<file path="src/rtl/note_pkg.sv">
// Shared note-mapping constants for the FFT peak picker: note table, codes and FSM states.
package note_pkg;
  localparam int N_NOTES = 48;
  localparam int NOTE_AW = 9;

  typedef logic [7:0] note_t;
  localparam note_t NOTE_REST = 8'd0;

  // Inclusive upper bin of each note; note k+1 covers (NOTE_BIN_HI[k-1], NOTE_BIN_HI[k]].
  localparam logic [NOTE_AW-1:0] NOTE_BIN_HI [N_NOTES] = '{
    9'd3,   9'd4,   9'd5,   9'd6,   9'd7,   9'd8,   9'd9,   9'd10,
    9'd11,  9'd12,  9'd13,  9'd14,  9'd15,  9'd16,  9'd17,  9'd18,
    9'd19,  9'd20,  9'd22,  9'd24,  9'd26,  9'd28,  9'd30,  9'd32,
    9'd34,  9'd36,  9'd38,  9'd40,  9'd43,  9'd46,  9'd49,  9'd52,
    9'd55,  9'd58,  9'd62,  9'd66,  9'd70,  9'd74,  9'd78,  9'd82,
    9'd87,  9'd92,  9'd97,  9'd102, 9'd107, 9'd112, 9'd116, 9'd120
  };

  typedef enum logic [1:0] {IDLE, MAP, EMIT} state_t;
endpackage

</file>
<file path="src/rtl/peak_to_note.sv">
// Fixed-latency linear search of the note table for a snapshot bin; rest is forced for weak or absent peaks.
module peak_to_note
  import note_pkg::*;
#(
  parameter int ADDR_WIDTH = 9,
  parameter int MAG_W      = 17,
  parameter int MAG_THRESH = 1024
) (
  input  logic                  clk,
  input  logic                  reset,
  input  logic                  start,
  input  logic                  snap_has,
  input  logic [ADDR_WIDTH-1:0] snap_bin,
  input  logic [MAG_W-1:0]      snap_mag,
  output note_t                 note,
  output logic                  done
);
  localparam int KW = $clog2(N_NOTES);
  localparam logic [KW-1:0]    K_LAST = KW'(N_NOTES - 1);
  localparam logic [MAG_W-1:0] THRESH = MAG_W'(MAG_THRESH);

  logic          busy;
  logic          found;
  logic [KW-1:0] k_q;
  note_t         note_q;
  logic          hit;

  assign hit = snap_bin <= ADDR_WIDTH'(NOTE_BIN_HI[k_q]);

  // The scan never exits early so the result always lands N_NOTES cycles after start.
  always_ff @(posedge clk or posedge reset) begin
    if (reset) begin
      busy   <= 1'b0;
      found  <= 1'b0;
      k_q    <= '0;
      note_q <= NOTE_REST;
      done   <= 1'b0;
    end else begin
      done <= 1'b0;
      if (start) begin
        busy   <= 1'b1;
        found  <= 1'b0;
        k_q    <= '0;
        note_q <= NOTE_REST;
      end else if (busy) begin
        if (!found && hit) begin
          found  <= 1'b1;
          note_q <= note_t'(k_q) + note_t'(1);
        end
        if (k_q == K_LAST) begin
          busy <= 1'b0;
          done <= 1'b1;
        end else begin
          k_q <= k_q + KW'(1);
        end
      end
    end
  end

  assign note = (!snap_has || (snap_mag < THRESH) || !found) ? NOTE_REST : note_q;
endmodule

</file>
<file path="src/rtl/fft_peak_note.sv">
// Per-frame FFT peak picker: |re|+|im| pipeline, in-range running max, snapshot and note-emit FSM.
module fft_peak_note
  import note_pkg::*;
#(
  parameter int BIT_WIDTH  = 16,
  parameter int ADDR_WIDTH = 9,
  parameter int MIN_BIN    = 3,
  parameter int MAX_BIN    = 120,
  parameter int MAG_THRESH = 1024
) (
  input  logic                        clk,
  input  logic                        reset,
  input  logic                        bin_valid,
  input  logic signed [BIT_WIDTH-1:0] bin_re,
  input  logic signed [BIT_WIDTH-1:0] bin_im,
  input  logic [ADDR_WIDTH-1:0]       bin_idx,
  input  logic                        bin_last,
  output note_t                       note_out,
  output logic                        note_dec,
  output logic [BIT_WIDTH:0]          peak_mag,
  output logic                        overrun
);
  localparam int MAG_W = BIT_WIDTH + 1;
  localparam logic [ADDR_WIDTH-1:0] MIN_IDX = ADDR_WIDTH'(MIN_BIN);
  localparam logic [ADDR_WIDTH-1:0] MAX_IDX = ADDR_WIDTH'(MAX_BIN);

  // One extra bit makes -2^(W-1) representable as a positive magnitude.
  function automatic logic [MAG_W-1:0] abs_sum(input logic signed [BIT_WIDTH-1:0] re,
                                               input logic signed [BIT_WIDTH-1:0] im);
    logic signed [MAG_W-1:0] re_x, im_x;
    logic [MAG_W-1:0]        re_a, im_a;
    re_x = {re[BIT_WIDTH-1], re};
    im_x = {im[BIT_WIDTH-1], im};
    re_a = re_x[MAG_W-1] ? -re_x : re_x;
    im_a = im_x[MAG_W-1] ? -im_x : im_x;
    return re_a + im_a;
  endfunction

  logic                  vld_p0, last_p0;
  logic [MAG_W-1:0]      mag_p0;
  logic [ADDR_WIDTH-1:0] idx_p0;

  logic                  max_has_p1;
  logic [MAG_W-1:0]      max_mag_p1;
  logic [ADDR_WIDTH-1:0] max_bin_p1;

  logic                  snap_has;
  logic [MAG_W-1:0]      snap_mag;
  logic [ADDR_WIDTH-1:0] snap_bin;

  logic                  in_range, upd, frame_end;
  logic                  fin_has;
  logic [MAG_W-1:0]      fin_mag;
  logic [ADDR_WIDTH-1:0] fin_bin;

  state_t state_q, state_d;
  logic   start;
  note_t  map_note;
  logic   map_done;

  // Stage p0: magnitude
  always_ff @(posedge clk or posedge reset) begin
    if (reset) begin
      vld_p0  <= 1'b0;
      last_p0 <= 1'b0;
    end else begin
      vld_p0  <= bin_valid;
      last_p0 <= bin_valid & bin_last;
    end
  end

  always_ff @(posedge clk) begin
    if (bin_valid) begin
      mag_p0 <= abs_sum(bin_re, bin_im);
      idx_p0 <= bin_idx;
    end
  end

  // Stage p1: running max and frame snapshot
  always_comb begin
    in_range  = vld_p0 && (idx_p0 >= MIN_IDX) && (idx_p0 <= MAX_IDX);
    upd       = in_range && (!max_has_p1 || (mag_p0 > max_mag_p1));
    frame_end = vld_p0 && last_p0;
    fin_has   = max_has_p1 | in_range;
    fin_mag   = upd ? mag_p0 : max_mag_p1;
    fin_bin   = upd ? idx_p0 : max_bin_p1;
  end

  always_ff @(posedge clk or posedge reset) begin
    if (reset) begin
      max_has_p1 <= 1'b0;
      max_mag_p1 <= '0;
      max_bin_p1 <= '0;
      snap_has   <= 1'b0;
      snap_mag   <= '0;
      snap_bin   <= '0;
    end else if (frame_end) begin
      max_has_p1 <= 1'b0;
      max_mag_p1 <= '0;
      max_bin_p1 <= '0;
      if (state_q == IDLE) begin
        snap_has <= fin_has;
        snap_mag <= fin_mag;
        snap_bin <= fin_bin;
      end
    end else if (upd) begin
      max_has_p1 <= 1'b1;
      max_mag_p1 <= mag_p0;
      max_bin_p1 <= idx_p0;
    end
  end

  // Stage p2: note search and emit
  always_ff @(posedge clk or posedge reset) begin
    if (reset) state_q <= IDLE;
    else       state_q <= state_d;
  end

  always_comb begin
    state_d = state_q;
    start   = 1'b0;
    case (state_q)
      IDLE: if (frame_end) begin
        start   = 1'b1;
        state_d = MAP;
      end
      MAP:  if (map_done) state_d = EMIT;
      EMIT: state_d = IDLE;
      default: state_d = IDLE;
    endcase
  end

  peak_to_note #(
    .ADDR_WIDTH (ADDR_WIDTH),
    .MAG_W      (MAG_W),
    .MAG_THRESH (MAG_THRESH)
  ) u_map (
    .clk      (clk),
    .reset    (reset),
    .start    (start),
    .snap_has (snap_has),
    .snap_bin (snap_bin),
    .snap_mag (snap_mag),
    .note     (map_note),
    .done     (map_done)
  );

  always_ff @(posedge clk or posedge reset) begin
    if (reset) begin
      note_out <= NOTE_REST;
      note_dec <= 1'b0;
      peak_mag <= '0;
      overrun  <= 1'b0;
    end else begin
      note_dec <= (state_q == EMIT);
      overrun  <= frame_end && (state_q != IDLE);
      if (state_q == EMIT) begin
        note_out <= map_note;
        peak_mag <= snap_mag;
      end
    end
  end
endmodule

</file>
<file path="config.mk">
export PLATFORM = sky130hd
export DESIGN_NAME = fft_peak_note
export DESIGN_NICKNAME = d
export VERILOG_FILES = /design/src/rtl/note_pkg.sv /design/src/rtl/peak_to_note.sv /design/src/rtl/fft_peak_note.sv
export SDC_FILE = /design/constraint.sdc
export NUM_CORES = 1
export LEC_CHECK = 0
export BUFFER_PORTS_ARGS = -buffer_cell sky130_fd_sc_hd__buf_2
export CAP_MARGIN = 15
export CORE_MARGIN = 1.5
export CORE_UTILIZATION = 54
export CTS_CLUSTER_SIZE = 14
export DETAILED_ROUTE_END_ITERATION = 6
export PLACE_DENSITY = 0.74
export SYNTH_ARGS = -nofsm -noshare
export SYNTH_HDL_FRONTEND = slang
export SYNTH_SLANG_ARGS = --single-unit
</file>
<file path="constraint.sdc">
create_clock -name clk -period 3.3 [get_ports clk]
set_input_delay 0.165 -clock clk [delete_from_list [all_inputs] [get_ports clk]]
set_output_delay 0.165 -clock clk [all_outputs]
set_load 0.05 [all_outputs]
</file>
==> flow_summary.yaml <==
detailed_routing:
  ant_nets: 0
  firstDrtPassIters: 5
  drc: 0
  drtIter0Drc: 368
  vias: 5588
  wl_per_cell_um: 15.0
  wl_um: 15100
  vias_per_cell: 5.58
timing:
  drv_slew: 0
  clock.fmax_mhz: 326
  hold_slack_ns: -0.0397
  finalCritPeriodShare_pct: 92.9
  setup_tns_ns: 0
  relSlewSlack_pct: 34.8
  clock-skew-final_ns: 0.00971
  finalSetupViolCount: 0
  rsz0062_at_grt: "false"
  worst_slack_ns: 0.235
  layout_min_cycle_time_ns: 3.07
  hold_viol: 15
  worstMarginPinSlew_ns: 0.978
floorplan:
  fp.dieW_um: 117
  io_pins: 72
  die_h_um: 117
  dieArea_sq_um: 13600
  core_area_sq_um: 12600
  initial_core_util_pct: 55.2
  num_rows: 41
synthesis:
  syn-mean-instance-area_sq_um: 9.64
  syn-instance-count: 723
  syn_area_sq_um: 6970
  async_flop_share_pct: 79.4
  synth_largest_area_cell: "dfrtp_1"
  synth.distinct_cells: 59
  synth.ff_latch_count: 126
  synth_edf_count: 26
  synthTopCellsByArea: "dfrtp_1, edfxtp_1, ha_1, nand2_1, xnor2_1"
  ys_seq_area_share_pct: 47.1
  synthesis.nets: 820
  synth_ff_type: "dfrtp_1"
  synth_warnings: 0
  synth_top_cell_area_share_pct: 35.9
placed_design:
  hpwl_um: 11000
  portBuffers: 70
  gp_congestion: 0.910
  dp_worst_setup_slack_ns: -0.0728
clocking:
  cts_tree: "done"
  cts-root-buf: "clkbuf_16"
  clkTransAtPathRegs_ns: 0.06
  cts.sinks: 126
  cts_made_buffers: 17
  htree_levels: 4
  clockBufferDepth: 2
  worstSkewPairLatency_ns: 0.41
global_route:
  grt_pass1_wl_um: 25500
  grt_usage_pct: 23.9
  grt.overflow.total: 0
  antenna_found_initial: 0
  grt_max_degree: 82
  grt_pass1_vias: 5654
final_layout:
  final_core_util_pct: 65.9
  final_nets: 914
  regArea_sq_um: 3290
  drive_above_1_share_pct: 15.9
  mostFrequentLayoutCell: "nand2_1"
  antennaDiodeCount: 0
  final_cell_mix: "nand2_1, dfrtp_1, buf_2, o21ai_0, nor2_1"
  syn_to_final_growth_pct: 19.3
  fill_cells: 1009
  multi_input_area_sq_um: 3430
power:
  ir_drop_mv: 0.394
  p_leak_nw: 4.05
  pwr_density_cell_nw_per_um2: 741
setup_path:
  crit_fanout: 6
  r2r_slack_ns: 0.23
  r2r-start: "u_map.k_q[0]"
  crit_arrival_ns: 3.40
  reg2regPathDepth: 14
  worstReg2RegEnd: "u_map.note_q[6]"
  endpoint_kind: "flop"
  worstPathRequired_ns: 3.64
  critPathLaunchType: "flop"
  worstSetupPathType: "flop to flop"
run:
  max_cap_violations: 0
hold_path:
  hold_path.class: "input pin to asynchronous set/reset pin"
run_status:
  outcome: "finished with violations"
  violations: "hold timing"
-- what timing repair did --
action | 4_1_cts | 5_1_grt
buffers inserted | 0 | 3
pin swaps | 0 | 0
hold endpoints to repair | 10 | 0
hold buffers | 10 | 0
cloned | 0 | 0
resized for setup | 2 | 5
setup endpoints to repair | 1 | 7
-- cell type report --
cell class	instances	area share, %
multi-input combinational	531	41.3
sequential	126	39.5
timing repair buffer	102	7.41
clock buffer	19	5.33
tap	172	2.59
clock inverter	13	2.05
inverter	39	1.79
-- worst max-delay path, stage by stage (launching register included) --
cell and delay [ns]:
dfrtp_2 0.42, inv_1 0.10, buf_4 0.17, ha_1 0.24, nand2_1 0.08, a21oi_1 0.06
a311oi_1 0.25, a21oi_1 0.07, ha_1 0.31, o21a_1 0.11, o21a_1 0.16, o21a_1 0.17
o21a_1 0.20, or4_1 0.50, a21oi_1 0.15
-- flip-flops by register name, summed over array words and instances, names as in the netlist --
signal,flops
mag_p0,17
max_mag_p1,17
peak_mag,17
snap_mag,17
idx_p0,9
max_bin_p1,9
snap_bin,9
note_out,7
u_map.note_q,7
u_map.k_q,6
state_q,2
last_p0,1
max_has_p1,1
note_dec,1
overrun,1
snap_has,1
u_map.busy,1
u_map.done,1
u_map.found,1
vld_p0,1
-- synthesized netlist by cell type (all sizes together) (2+ instances only) --
cell type	number
nand4	5
nor4	7
xnor2	42
nand3	16
nor2b	5
a2111o	2
nor3	13
nor3b	2
and2	3
o21ai	62
nand2	121
clkbuf	20
or4	4
mux2i	27
a22o	7
or2	3
nand2b	8
o21a	8
inv	37
a21o	6
o41ai	6
clkinv	2
a211oi	5
nor2	51
edfxtp	26
a21oi	35
o211ai	7
or3	4
buf	7
and3	7
ha	51
a31oi	2
dfrtp	100
o31ai	5
-- power by group --
part	switching, W	leakage [nW]	internal (W)
Clock	0.000652	0.304	0.00127
Combinational	0.00114	2.17	0.000915
Sequential	0.000254	1.58	0.00193
-- cells by family (layout without fill, tap and decap cells) --
| kind of cell | after synthesis | count (layout) | share of synthesized area [%] |
|---|---|---|---|
| simple gates | 252 | 252 | 16.3 |
| compound gates | 155 | 155 | 13.8 |
| flops | 126 | 126 | 47.1 |
| buf+inv | 66 | 173 | 3.90 |
| fa+ha+maj | 52 | 52 | 9.44 |
| xor+xnor | 43 | 43 | 5.40 |
| mux | 28 | 28 | 4.04 |
| other cells | 1 | 1 | 0.0538 |
-- layer usage --
metal  track usage [%]  vias up  routed length, um
met2              43.5      150               8080
li1                  -     2723                  -
met1              27.7     2687               6090
met5                 0        -                  0
met4              9.88        0                341
met3              4.72       28                546
-- through the flow --
stage	hold slack, ns	instances	area [sq um]	total power, W
3_5_place_dp	0.343	957	7560	0.00415
2_1_floorplan	0.196	723	6970	0.00356
3_3_place_gp	0.344	957	7560	0.00405
5_1_grt	0.0706	1002	8310	0.00657
4_1_cts	0.0205	999	8270	0.00612
6_report	-0.0397	1002	8310	0.00616
-- worst max-delay path by stage --
stage                      start               to  depth (start not counted)
floorplan           u_map.k_q[0]  u_map.note_q[6]                         14
global placement       bin_re[4]       mag_p0[15]                         13
detailed placement  u_map.k_q[1]  u_map.note_q[6]                         11
CTS                 u_map.k_q[0]  u_map.note_q[6]                         14
global route        u_map.k_q[1]  u_map.note_q[6]                         12
finish              u_map.k_q[0]  u_map.note_q[6]                         14
Note: power is estimated with default switching activity, not from simulation.
